### config.mk
export PLATFORM = sky130hd
export DESIGN_NAME = lsu_mem_master_flat
export DESIGN_NICKNAME = d
export VERILOG_FILES = /design/src/rtl/lsu_mem_master_if.sv /design/src/rtl/lsu_mem_master.sv /design/src/flat_wrapper.sv
export SDC_FILE = /design/constraint.sdc
export NUM_CORES = 1
export LEC_CHECK = 0
export CORE_MARGIN = 4
export CORE_UTILIZATION = 47
export DETAILED_ROUTE_END_ITERATION = 10
export GPL_TIMING_DRIVEN = 0
export HOLD_SLACK_MARGIN = 0.12
export PLACE_DENSITY = 0.8
export REMOVE_ABC_BUFFERS = 1
export SETUP_SLACK_MARGIN = 0.3
export SLEW_MARGIN = 10
export SYNTH_ARGS = -nofsm -noshare
export SYNTH_HDL_FRONTEND = slang
export SYNTH_SLANG_ARGS = --single-unit
### constraint.sdc
create_clock -name clk -period 6.4 [get_ports clk]
set_input_delay 1.28 -clock clk [delete_from_list [all_inputs] [get_ports clk]]
set_output_delay 1.28 -clock clk [all_outputs]
set_load 0.05 [all_outputs]
### src/rtl/lsu_mem_master_if.sv
// lsu_mem_master_if: core request/response and word-wide data memory port bundle
interface lsu_mem_master_if;
    logic        req_valid;
    logic        req_ready;
    logic        req_we;
    logic [2:0]  req_funct3;
    logic [31:0] req_addr;
    logic [31:0] req_wdata;
    logic        resp_valid;
    logic [31:0] resp_rdata;
    logic        resp_err;
    logic        mem_read;
    logic        mem_write;
    logic [31:0] mem_addr;
    logic [31:0] mem_wdata;
    logic [31:0] mem_rdata;
    modport master (
        input  req_valid, req_we, req_funct3, req_addr, req_wdata, mem_rdata,
        output req_ready, resp_valid, resp_rdata, resp_err, mem_read, mem_write, mem_addr, mem_wdata
    );
    modport slave (
        output req_valid, req_we, req_funct3, req_addr, req_wdata, mem_rdata,
        input  req_ready, resp_valid, resp_rdata, resp_err, mem_read, mem_write, mem_addr, mem_wdata
    );
endinterface

### src/rtl/lsu_mem_master.sv
// lsu_mem_master: single-request load/store unit with sub-word extract and read-modify-write stores
module lsu_mem_master #(
    parameter int MEM_BYTES    = 256,
    parameter bit CHECK_BOUNDS = 1'b1
) (
    input  logic             clk,
    input  logic             rst,
    lsu_mem_master_if.master bus
);
    typedef enum logic [1:0] {IDLE, RD, WR, RESP} state_t;
    state_t      state;
    logic        we_q;
    logic [2:0]  f3_q;
    logic [31:0] addr_q;
    logic [15:0] wdata_q;

    function automatic logic bad_req(input logic we, input logic [2:0] f3, input logic [31:0] a);
        logic ill, mis, oob;
        ill = we ? f3 > 3'd2 : (f3 == 3'd3 || f3 > 3'd5);
        mis = (f3[1:0] == 2'b01 && a[0]) || (f3[1:0] == 2'b10 && a[1:0] != 2'b00);
        oob = CHECK_BOUNDS && a >= 32'(MEM_BYTES);
        return ill || mis || oob;
    endfunction

    function automatic logic [31:0] load_ext(input logic [31:0] w, input logic [2:0] f3, input logic [1:0] off);
        logic [7:0]  b;
        logic [15:0] h;
        b = 8'(w >> {off, 3'b000});
        h = 16'(w >> {off[1], 4'b0000});
        case (f3)
            3'b000:  return {{24{b[7]}}, b};
            3'b001:  return {{16{h[15]}}, h};
            3'b100:  return {24'h0, b};
            3'b101:  return {16'h0, h};
            default: return w;
        endcase
    endfunction

    function automatic logic [31:0] merge(input logic [31:0] w, input logic half, input logic [1:0] off, input logic [15:0] d);
        logic [31:0] m, v;
        m = half ? 32'h0000_FFFF << {off[1], 4'b0000} : 32'h0000_00FF << {off, 3'b000};
        v = half ? {16'h0, d} << {off[1], 4'b0000} : {24'h0, d[7:0]} << {off, 3'b000};
        return (w & ~m) | v;
    endfunction

    assign bus.req_ready = state == IDLE;

    // Request sequencing; all response and memory outputs are registered and cleared by default each cycle
    always_ff @(posedge clk or posedge rst) begin
        if (rst) begin
            state          <= IDLE;
            we_q           <= 1'b0;
            f3_q           <= 3'b000;
            addr_q         <= 32'h0;
            wdata_q        <= 16'h0;
            bus.resp_valid <= 1'b0;
            bus.resp_rdata <= 32'h0;
            bus.resp_err   <= 1'b0;
            bus.mem_read   <= 1'b0;
            bus.mem_write  <= 1'b0;
            bus.mem_addr   <= 32'h0;
            bus.mem_wdata  <= 32'h0;
        end else begin
            bus.resp_valid <= 1'b0;
            bus.resp_rdata <= 32'h0;
            bus.resp_err   <= 1'b0;
            bus.mem_read   <= 1'b0;
            bus.mem_write  <= 1'b0;
            bus.mem_addr   <= 32'h0;
            bus.mem_wdata  <= 32'h0;
            case (state)
                IDLE: if (bus.req_valid) begin
                    we_q    <= bus.req_we;
                    f3_q    <= bus.req_funct3;
                    addr_q  <= bus.req_addr;
                    wdata_q <= bus.req_wdata[15:0];
                    if (bad_req(bus.req_we, bus.req_funct3, bus.req_addr)) begin
                        state          <= RESP;
                        bus.resp_valid <= 1'b1;
                        bus.resp_err   <= 1'b1;
                    end else if (bus.req_we && bus.req_funct3 == 3'b010) begin
                        state         <= WR;
                        bus.mem_write <= 1'b1;
                        bus.mem_addr  <= {bus.req_addr[31:2], 2'b00};
                        bus.mem_wdata <= bus.req_wdata;
                    end else begin
                        state        <= RD;
                        bus.mem_read <= 1'b1;
                        bus.mem_addr <= {bus.req_addr[31:2], 2'b00};
                    end
                end
                RD: if (we_q) begin
                    state         <= WR;
                    bus.mem_write <= 1'b1;
                    bus.mem_addr  <= {addr_q[31:2], 2'b00};
                    bus.mem_wdata <= merge(bus.mem_rdata, f3_q[0], addr_q[1:0], wdata_q);
                end else begin
                    state          <= RESP;
                    bus.resp_valid <= 1'b1;
                    bus.resp_rdata <= load_ext(bus.mem_rdata, f3_q, addr_q[1:0]);
                end
                WR: begin
                    state          <= RESP;
                    bus.resp_valid <= 1'b1;
                end
                RESP: state <= IDLE;
            endcase
        end
    end
endmodule

### src/flat_wrapper.sv
// flat-port wrapper written by rule: the top's interface ports become plain ports
module lsu_mem_master_flat 
#(
    parameter int MEM_BYTES    = 256,
    parameter bit CHECK_BOUNDS = 1'b1
)
  (clk, rst, bus_req_valid, bus_req_we, bus_req_funct3, bus_req_addr, bus_req_wdata, bus_mem_rdata, bus_req_ready, bus_resp_valid, bus_resp_rdata, bus_resp_err, bus_mem_read, bus_mem_write, bus_mem_addr, bus_mem_wdata);
  lsu_mem_master_if bus_i ();
  input  logic clk;
  input  logic rst;
  input wire logic [$bits(bus_i.req_valid)-1:0] bus_req_valid;
  input wire logic [$bits(bus_i.req_we)-1:0] bus_req_we;
  input wire logic [$bits(bus_i.req_funct3)-1:0] bus_req_funct3;
  input wire logic [$bits(bus_i.req_addr)-1:0] bus_req_addr;
  input wire logic [$bits(bus_i.req_wdata)-1:0] bus_req_wdata;
  input wire logic [$bits(bus_i.mem_rdata)-1:0] bus_mem_rdata;
  output wire logic [$bits(bus_i.req_ready)-1:0] bus_req_ready;
  output wire logic [$bits(bus_i.resp_valid)-1:0] bus_resp_valid;
  output wire logic [$bits(bus_i.resp_rdata)-1:0] bus_resp_rdata;
  output wire logic [$bits(bus_i.resp_err)-1:0] bus_resp_err;
  output wire logic [$bits(bus_i.mem_read)-1:0] bus_mem_read;
  output wire logic [$bits(bus_i.mem_write)-1:0] bus_mem_write;
  output wire logic [$bits(bus_i.mem_addr)-1:0] bus_mem_addr;
  output wire logic [$bits(bus_i.mem_wdata)-1:0] bus_mem_wdata;
  assign bus_i.req_valid = bus_req_valid;
  assign bus_i.req_we = bus_req_we;
  assign bus_i.req_funct3 = bus_req_funct3;
  assign bus_i.req_addr = bus_req_addr;
  assign bus_i.req_wdata = bus_req_wdata;
  assign bus_i.mem_rdata = bus_mem_rdata;
  assign bus_req_ready = bus_i.req_ready;
  assign bus_resp_valid = bus_i.resp_valid;
  assign bus_resp_rdata = bus_i.resp_rdata;
  assign bus_resp_err = bus_i.resp_err;
  assign bus_mem_read = bus_i.mem_read;
  assign bus_mem_write = bus_i.mem_write;
  assign bus_mem_addr = bus_i.mem_addr;
  assign bus_mem_wdata = bus_i.mem_wdata;
  lsu_mem_master #(.MEM_BYTES(MEM_BYTES), .CHECK_BOUNDS(CHECK_BOUNDS)) u_core (.clk(clk), .rst(rst), .bus(bus_i));
endmodule
==> metrics.yaml, run 1 <==
global_route:
  grt_pass1_wl_um: 31700
  grt_max_degree: 92
  antenna_found_initial: 0
  grt_pass1_vias: 5904
  globalRouteOverflowTotal: 0
  gr-usage-all-layers_pct: 24.9
sta:
  min_period_ps: 3420
  fin_crit_sh_pct: 53.5
  fin_skew_ps: 8.09
  slew-limit-headroom_pct: 27.4
  max_freq_mhz: 292
  grt_setup_unrepaired: "false"
  setup_viol: 0
  fin_worst_hold_slack_ps: 467
  drv_slew: 0
  layout_setup_ws_ps: 2980
  hold_viol_final: 0
  tightest_slew_ps: 1090
detailed_routing:
  final_antenna_net_count: 0
  vias_per_cell: 5.65
  met1Wirelength_um: 7890
  top_layer: "met4"
  dr.pass1.iters: 6
  drc: 0
  wl_met3_um: 1900
  routed_wl_um: 20600
  routedWlPerCell_um: 19.7
  vias: 5888
  drt_first_iter_violations: 583
  dr_wl_met2_um: 10300
clocking:
  h-tree-depth: 4
  worstSkewPairLatency_ps: 430
  cts_hold_buffers: 0
  cts_tree: "done"
  clk_pin_slew_ps: 60
  cts_setup_buffers: 0
  clockRootBuffer: "clkbuf_16"
  cts_buffer_depth: 2
  numCtsBuffers: 17
  clock_sinks: 152
  cts_resized: 0
floorplan:
  ios: 204
  rows: 43
  fp.dieH_um: 129
  fp.dieW_um: 129
  die-area_sq_um: 16500
  core_sq_um: 14000
  start_util_pct: 48.7
placement:
  io_buffers: 201
  hpwl_um: 14100
  postPlaceCellArea_sq_um: 8890
  post-place-ws_ps: 2650
  gp_congestion: 0.892
logic_synthesis:
  synth_cell_type_count: 50
  synth_edf_count: 0
  ys_seq_area_share_pct: 55.6
  synthTopCellsByArea: "dfrtp_1 56%, nand2_1 12%, mux2i_1 3.8%"
  synth_ff_type: "dfrtp_1"
  synthArstFlopShare_pct: 100
  synthesis.area_sq_um: 6840
  ys_ff_latch: 152
  synth_top_area_cell: "dfrtp_1"
  ys_warn_count: 0
  avgSynthCellArea_sq_um: 10.1
  netlist_instances: 677
  yosysTopAreaCellShare_pct: 55.6
critical_path:
  reg2reg_to: "u_core.bus.resp_rdata[31]"
  critPathCaptureType: "flop"
  cp_top_family: "compound AO/OA/AOI/OAI gates"
  required_ps: 6670
  max_stage_delay_ps: 610
  cp-start-kind: "input pin"
  path_max_fanout: 17
  crit_type: "in -> reg"
  worstPathCellList: "clkdlybuf4s50_1, mux4_2, a21oi_1, a21o_1, nor2_1"
  critical_path_depth: 5
  cpMaxStageDelayCell: "a21oi_1"
  rr_worst_depth: 4
  r2r-start: "u_core.addr_q[1]"
  arrival_ps: 3700
  reg2reg_slack_ps: 3370
  crit_buf_inv: 1
finish:
  post-route-cell-area_sq_um: 9490
  area_delta_synth_final_pct: 38.9
  final_common_cell: "nand2_1"
  antenna_cells: 0
  drive_gt1_share_pct: 8.47
  layout_common_cells: "208 x nand2_1, 201 x clkdlybuf4s50_1, 151 x dfrtp_1"
  nets: 957
power_and_ir_drop:
  p_sw_share_pct: 41.3
  power_frac_seq_pct: 36.5
  p_int_uw: 2410
  p_switching_uw: 1700
  total_power_uw: 4110
  p_leak_uw: 0.00441
  ir_drop_uv: 290
  p_comb_share_pct: 38.8
  power_density_nw_per_um2: 432
  pwr-share-clk_pct: 24.7
hold_path:
  min_from: "u_core.addr_q[26]"
  holdPathEnd: "u_core.addr_q[26]"
  hold_depth: 2
  hp-class: "reg -> reg"
status:
  outcome: "finished, final reports clean"
flow_run:
  maxCapViolations: 0
cell type report:
class	count	area, sq um
Fill cell	1026	4550
Timing Repair Buffer	203	2060
Tap cell	180	225
Clock inverter	12	150
Multi-Input combinational cell	460	2740
Sequential cell	152	3800
Inverter	15	63.8
Clock buffer	20	447
kinds of logic after synthesis:
group                      Yosys count  synth area share (%)
buffers and inverters               66                  4.37
muxes                               29                  4.63
adders and majority gates            5                 0.915
AOI/OAI and AO/OA                  139                  16.1
and+or+nand+nor                    285                  18.3
DFF                                152                  55.6
other                                1                0.0549
worst reg2reg max path, stage by stage, from the launching register on:
cell,delay (ps)
dfrtp_2,920
mux4_2,620
a21oi_1,610
a21o_1,580
nor2_1,140
cell usage after synthesis, types with 2 or more instances:
master	n
a21oi_1	35
a221oi_1	7
a31oi_1	2
a32o_1	5
and2_1	2
and3_1	24
buf_1	3
buf_2	2
buf_4	2
buf_6	4
clkbuf_1	39
dfrtp_1	152
ha_1	5
inv_1	14
mux2i_1	26
mux4_2	2
nand2_1	210
nand2b_1	5
nand3_1	2
nor2_1	22
nor2b_1	3
nor3_1	3
nor4_1	6
o21ai_0	10
o21ai_1	8
o21ai_2	2
o21bai_2	3
o21bai_4	4
o221a_2	2
o221ai_1	15
o22a_1	8
o22ai_1	9
o22ai_2	16
o31ai_1	8
or3_1	2
worst max path at each step:
| stage | startpoint | to | slack (ps) |
|---|---|---|---|
| 2_1_floorplan | rst | u_core.addr_q[0] | 1030 |
| 3_3_place_gp | rst | u_core.addr_q[2] | -800 |
| 3_5_place_dp | bus_mem_rdata[31] | u_core.bus.resp_rdata[20] | 2650 |
| 4_1_cts | u_core.state[0] | bus_req_ready | 3050 |
| 5_1_grt | bus_mem_rdata[31] | u_core.bus.resp_rdata[31] | 2880 |
| 6_report | bus_mem_rdata[31] | u_core.bus.resp_rdata[31] | 2980 |
metrics by stage:
stage | util [%] | instances | setup TNS [ps]
after global placement | 62.9 | 1008 | -120330
final | 67.6 | 1042 | 0
after detailed placement | 63.3 | 1010 | 0
after floorplan | - | 627 | 0
after global routing | 67.6 | 1042 | 0
after CTS | 67.6 | 1042 | 0
power by group through the flow:
stage / Clock, uW / Combinational [uW] / Sequential, uW
final: 1010 / 1590 / 1500
after global routing: 1060 / 1700 / 1530
after CTS: 1020 / 1590 / 1490
after detailed placement: 0 / 1570 / 1500
after global placement: 0 / 1530 / 1490
after floorplan: 0 / 693 / 1790
per-layer routing:
| layer | GRT usage [%] | vias to the layer above |
|---|---|---|
| met2 | 41.3 | 300 |
| li1 | - | 2686 |
| met1 | 31.8 | 2859 |
| met3 | 7.35 | 43 |
| met5 | 0 | - |
| met4 | 7.16 | 0 |
state kept, by name, indices dropped and copies added (netlist names):
register / cells
u_core.addr_q: 32
u_core.bus.mem_wdata: 32
u_core.bus.resp_rdata: 32
u_core.bus.mem_addr: 30
u_core.wdata_q: 16
u_core.f3_q: 3
u_core.state: 2
u_core.bus.mem_read: 1
u_core.bus.mem_write: 1
u_core.bus.resp_err: 1
u_core.bus.resp_valid: 1
u_core.we_q: 1
(Power assumes the default switching activity.)
==> run 2: changes to the inputs <==
- CORE_UTILIZATION: 47 -> 43
- PLACE_DENSITY: 0.8 -> 0.77
- clock period: 6.4 -> 3.1 ns (I/O delays scaled with it)
==> run 2 against run 1 <==
  * Utilization shrank 5.4 points
  * Sequential cell count is the same
  * Combinational power grew 110%
  * Via count shrank 2.6%
  * Final cell count grew 3.1%
  * Global-route usage shrank 2.3 points
  * Cell area grew 0.67%
  * Setup slack lost 2600 ps
  * Critical endpoint is now bus_req_ready
  * Largest cell class unchanged
==> metrics.yaml, run 2 (synthesis results as in run 1) <==
status:
  outcome: "finished, final reports clean"  # unchanged
clocking:
  clockRootBuffer: "clkbuf_16"  # unchanged
  clk_pin_slew_ps: 60  # about the same
  numCtsBuffers: 17  # unchanged
  h-tree-depth: 4  # unchanged
  worstSkewPairLatency_ps: 430  # about the same
  clock_sinks: 152  # unchanged
  cts_hold_buffers: 0  # unchanged
  cts_setup_buffers: 0  # unchanged
  cts_buffer_depth: 2  # unchanged
  cts_tree: "done"  # unchanged
finish:
  layout_common_cells: "208 x nand2_1, 201 x clkdlybuf4s50_1, 151 x dfrtp_1"  # unchanged
  area_delta_synth_final_pct: 39.8  # was 38.9%
  multi_input_area_sq_um: 2750  # was 2740 sq um
  drive_gt1_share_pct: 9.05  # was 8.47%
  final_common_cell: "nand2_1"  # unchanged
  n_fill_cell: 1249  # was 1026
  nets: 957  # unchanged
  post-route-cell-area_sq_um: 9560  # was 9490 sq um
  post-route-util_pct: 62.2  # was 67.6%
  seq_area_sq_um: 3810  # was 3800 sq um
  reg_top3: "u_core.addr_q (32), u_core.bus.mem_wdata (32), u_core.bus.resp_rdata (32)"  # unchanged
critical_path:
  path_max_fanout: 5  # was 17
  cp_top_family: "buffers and inverters"  # was compound AO/OA/AOI/OAI gates
  cp-start-kind: "flop"  # was input pin
  cpMaxStageDelayCell: "clkdlybuf4s50_1"  # was a21oi_1
  worstPathCellList: "inv_1, ha_1, clkdlybuf4s50_1"  # was clkdlybuf4s50_1, mux4_2, a21oi_1, a21o_1, nor2_1
  critPathCaptureType: "output port"  # was flop
  arrival_ps: 2100  # was 3700 ps
  required_ps: 2480  # was 6670 ps
  crit_buf_inv: 2  # was 1
  max_stage_delay_ps: 860  # was 610 ps
  crit_type: "reg -> out"  # was in -> reg
global_route:
  grt_pass1_wl_um: 31200  # was 31700 um
  globalRouteOverflowTotal: 0  # unchanged
  grt_util_met2_pct: 34.5  # was 41.3%
  grt_most_used_layer: "met2"  # unchanged
  antenna_found_initial: 1  # was 0
  grt_max_degree: 98  # was 92
  grt_pass1_vias: 5569  # was 5904
  use_met3_pct: 4.69  # was 7.35%
  gr-usage-all-layers_pct: 22.6  # was 24.9%
  grt_util_met1_pct: 30.9  # was 31.8%
sta:
  fin_crit_sh_pct: 87.6
  setup_viol: 0  # unchanged
  fin_skew_ps: 5.34  # was 8.09 ps
  max_freq_mhz: 368
  min_period_ps: 2720
  slew-limit-headroom_pct: 18.8  # was 27.4%
  drv_slew: 0  # unchanged
  grt_setup_unrepaired: "true"  # was false
  tightest_slew_ps: 1220  # was 1090 ps
  layout_setup_ws_ps: 384  # was 2980 ps
  hold_viol_final: 0  # unchanged
floorplan:
  core_sq_um: 15400  # was 14000 sq um
  fp.dieH_um: 134  # was 129 um
  die-area_sq_um: 18000  # was 16500 sq um
  start_util_pct: 44.5  # was 48.7%
  ios: 204  # unchanged
  fp.dieW_um: 134  # was 129 um
  rows: 45  # was 43
hold_path:
  hp-class: "reg -> reg"  # unchanged
detailed_routing:
  vias: 5732  # was 5888
  drc: 0  # unchanged
  routedWlPerCell_um: 18.8  # was 19.7 um
  dr.pass1.iters: 6  # unchanged
  vias_per_cell: 5.34  # was 5.65
  final_antenna_net_count: 0  # unchanged
  drt_first_iter_violations: 473  # was 583
  routed_wl_um: 20200  # was 20600 um
power_and_ir_drop:
  p_leak_uw: 0.00441  # about the same
  ir_drop_uv: 501  # was 290 uV
  power_density_nw_per_um2: 889  # was 432 nW/um^2
placement:
  gp_congestion: 0.888  # was 0.892
  post-place-ws_ps: -46.2  # was 2650 ps
  io_buffers: 201  # unchanged
  postPlaceCellArea_sq_um: 8940  # was 8890 sq um
  hpwl_um: 13900  # was 14100 um
flow_run:
  maxCapViolations: 0  # unchanged
==> run 2: worst paths after layout <==
check	startpoint	endpoint	slack, ps	cells after the start
min in group asynchronous	rst	u_core.bus.mem_addr[19]	600	2
max in group asynchronous	rst	u_core.bus.mem_wdata[8]	1690	3
min	u_core.addr_q[27]	u_core.addr_q[27]	470	2
max	u_core.state[1]	bus_req_ready	380	3
max reg2reg	u_core.addr_q[1]	u_core.bus.resp_rdata[24]	450	4
min reg2reg	u_core.addr_q[27]	u_core.addr_q[27]	470	2
==> run 2: area by class of cell <==
| type | count | area share, % |
|---|---|---|
| antenna | 1 | 0.0262 |
| clock buffer | 18 | 4.59 |
| clock inverter | 14 | 1.79 |
| inverter | 15 | 0.668 |
| multi-input combinational | 460 | 28.8 |
| sequential | 152 | 39.8 |
| tap | 211 | 2.76 |
| timing repair buffer | 203 | 21.5 |
==> run 2: power breakdown <==
group / leakage (uW) / internal, uW / switching [uW]
combinational: 0.00209 / 1180 / 2080
clock: 0.000294 / 1290 / 853
sequential: 0.00203 / 2520 / 579
==> run 2: worst register-to-register path, delay by kind of cell, from the launching register on <==
kind,cells,cell delay [ps]
mux,1,600
flops,1,770
compound gates,2,1030
simple gates,1,120
==> run 2: routing by layer <==
metal	routed length (um)	vias to the layer above	part of all wire, %
met5	0	-	0
met4	811	0	4.0
met3	1290	49	6.4
met2	9310	234	46
met1	8750	2765	43
li1	-	2684	-
==> run 2: what timing repair did <==
action	4_1_cts	5_1_grt
gates resized for setup	2	2
cloned	0	0
setup endpoints to repair	17	10
==> run 2: through the flow <==
step	setup TNS, ps	instances	hold WS (ps)	power (uW)
4_1_cts	0	1073	472	8510
5_1_grt	0	1074	484	8930
6_report	0	1074	471	8500
2_1_floorplan	-245190	627	437	5120
3_3_place_gp	-605600	1039	450	6280
3_5_place_dp	-149	1041	456	6350
==> run 3: changes to the inputs <==
- CAP_MARGIN: default -> 20
- clock period: 3.1 -> 2.2 ns (I/O delays scaled with it)
==> run 3 against run 2 <==
  * Largest cell class unchanged
  * Total power is 44% higher
  * Critical path depth is 2 higher
  * Register-to-register slack worse by 100 ps
  * Critical endpoint is now u_core.bus.mem_wdata[24]
  * Wire length is 8.8% higher
  * Clock skew is 1.4 ps higher
  * Hold slack worse by 250 ps
  * Via count is 4.3% higher
  * Die area stayed put
  * Setup slack worse by 82 ps
  * Utilization is 2.1 points higher
  * Largest power group unchanged
  * Global-route usage is 2.0 points higher
==> metrics.yaml, run 3 (synthesis results as in run 1) <==
status:
  outcome: "finished, final reports clean"  # unchanged
detailed_routing:
  routedWlPerCell_um: 20.0  # was 18.8 um
  vias_per_cell: 5.45  # was 5.34
  drc: 0  # unchanged
  vias: 5978  # was 5732
  final_antenna_net_count: 0  # unchanged
  drt_first_iter_violations: 568  # was 473
  routed_wl_um: 21900  # was 20200 um
  dr.pass1.iters: 5  # was 6
critical_path:
  r2r-start: "u_core.f3_q[0]"  # was u_core.addr_q[1]
  critical_path_depth: 5  # was 3
  path_max_fanout: 8  # was 5
  max_stage_delay_ps: 590  # was 860 ps
  critPathCaptureType: "flop"  # was output port
  rr_worst_depth: 4  # unchanged
  cp_top_family: "simple AND/OR/NAND/NOR gates"  # was buffers and inverters
  cpMaxStageDelayCell: "or4b_4"  # was clkdlybuf4s50_1
  required_ps: 2560  # was 2480 ps
  cp-start-kind: "input pin"  # was flop
  reg2reg_slack_ps: 350  # was 450 ps
  worstPathCellList: "clkdlybuf4s50_1, and4bb_2, or4b_4, buf_16, o21bai_2"  # was inv_1, ha_1, clkdlybuf4s50_1
  crit_type: "in -> reg"  # was reg -> out
  arrival_ps: 2260  # was 2100 ps
  crit_buf_inv: 2  # unchanged
  startpoint: "bus_req_we"  # was u_core.state[1]
clocking:
  cts_tree: "done"  # unchanged
  clockRootBuffer: "clkbuf_16"  # unchanged
  cts_hold_buffers: 0  # unchanged
  clock_sinks: 152  # unchanged
  h-tree-depth: 4  # unchanged
  clk_pin_slew_ps: 60  # about the same
  cts_buffer_depth: 2  # unchanged
  worstSkewPairLatency_ps: 430  # about the same
  numCtsBuffers: 17  # unchanged
finish:
  reg_top3: "u_core.addr_q (32), u_core.bus.mem_wdata (32), u_core.bus.resp_rdata (32)"  # unchanged
  layout_common_cells: "205 x nand2_1, 147 x dfrtp_1, 113 x dlygate4sd2_1"  # was 208 x nand2_1, 201 x clkdlybuf4s50_1, 151 x dfrtp_1
  multi_input_area_sq_um: 2980  # was 2750 sq um
  post-route-util_pct: 64.2  # was 62.2%
  drive_gt1_share_pct: 15.3  # was 9.05%
  post-route-cell-area_sq_um: 9870  # was 9560 sq um
  seq_area_sq_um: 3810  # about the same
  area_delta_synth_final_pct: 44.5  # was 39.8%
  final_common_cell: "nand2_1"  # unchanged
  n_fill_cell: 1228  # was 1249
  nets: 979  # was 957
placement:
  gp_congestion: 0.888  # unchanged
  io_buffers: 201  # unchanged
  postPlaceCellArea_sq_um: 8940  # unchanged
  hpwl_um: 13900  # unchanged
sta:
  drv_slew: 0  # unchanged
  fin_worst_hold_slack_ps: 221  # was 471 ps
  fin_tns_setup_ps: 0  # unchanged
  max_freq_mhz: 527
  tightest_slew_ps: 746  # was 1220 ps
  setup_viol: 0  # unchanged
  min_period_ps: 1900
  grt_setup_unrepaired: "true"  # unchanged
  fin_skew_ps: 6.70  # was 5.34 ps
  fin_crit_sh_pct: 86.3
  slew-limit-headroom_pct: 50.3  # was 18.8%
  hold_viol_final: 0  # unchanged
power_and_ir_drop:
  total_power_uw: 12200  # was 8500 uW
  ir_drop_uv: 731  # was 501 uV
  p_leak_uw: 0.00509  # was 0.00441 uW
  power_density_nw_per_um2: 1240  # was 889 nW/um^2
floorplan:
  ios: 204  # unchanged
  start_util_pct: 44.5  # unchanged
  core_sq_um: 15400  # unchanged
  die-area_sq_um: 18000  # unchanged
  rows: 45  # unchanged
  fp.dieH_um: 134  # unchanged
  fp.dieW_um: 134  # unchanged
global_route:
  gr-usage-all-layers_pct: 24.5  # was 22.6%
  globalRouteOverflowTotal: 0  # unchanged
  grt_pass1_wl_um: 33600  # was 31200 um
  grt_max_degree: 98  # unchanged
  grt_pass1_vias: 5837  # was 5569
  antenna_found_initial: 2  # was 1
hold_path:
  min_from: "bus_req_funct3[2]"  # was u_core.addr_q[27]
  hold_depth: 3  # was 2
  hp-class: "in -> reg"  # was reg -> reg
flow_run:
  maxCapViolations: 0  # unchanged
[run 3: cell types whose count changed in the layout (fill, tap and decap cells not counted), sizes merged]
cell / change
a21o: +1
and2: +1
buf: +20
clkbuf: +5
clkdlybuf4s15: +5
clkdlybuf4s50: -128
diode: +1
dlygate4sd2: +113
dlymetal6s2s: +3
or4b: +2
[run 3: routing by layer]
metal	vias up	wire length, um	track usage [%]
met2	291	10200	38.1
met1	2891	9140	33.2
li1	2742	-	-
met3	54	1750	5.29
met5	-	0	0
met4	0	788	11.1
[run 3: area by class of cell]
class / count / share of cell area, %
Inverter: 15 / 0.646
Antenna cell: 2 / 0.0507
Tap cell: 211 / 2.67
Clock inverter: 14 / 1.74
Multi-Input combinational cell: 464 / 30.2
Clock buffer: 18 / 4.45
Sequential cell: 152 / 38.6
Timing Repair Buffer: 221 / 21.6
[run 3: power by group]
part           switching (uW)  internal, uW  total [uW]
logic                    3220          1640        4860
registers                 752          3560        4310
clock network            1210          1820        3030
[run 3: through the flow]
stage	cells	worst slack (ps)
floorplan	627	-2330
global placement	1039	-4380
detailed placement	1041	-801
CTS	1090	258
global route	1097	269
finish	1097	302
[run 3: path summary, 6_finish.rpt]
path	endpoint
worst min-delay path	u_core.f3_q[2]
worst min register to register	u_core.addr_q[27]
min in group asynchronous	u_core.bus.mem_addr[19]
max in group asynchronous	u_core.addr_q[0]
worst max-delay path	u_core.bus.mem_wdata[24]
worst max register to register	u_core.bus.resp_rdata[6]
[run 3: worst reg2reg max path, stage by stage (launching register included)]
cell and delay, ps:
dfrtp_2 590, nand2b_2 450, nor3_1 350, a31oi_1 80, o221a_2 270
[run 3: timing repair]
| action | 4_1_cts | 5_1_grt |
|---|---|---|
| setup buffers | 11 | 5 |
| pin swaps | 18 | 12 |
| endpoints found under the setup margin | 174 | 70 |
| cloned | 6 | 0 |
| resized for setup | 180 | 28 |
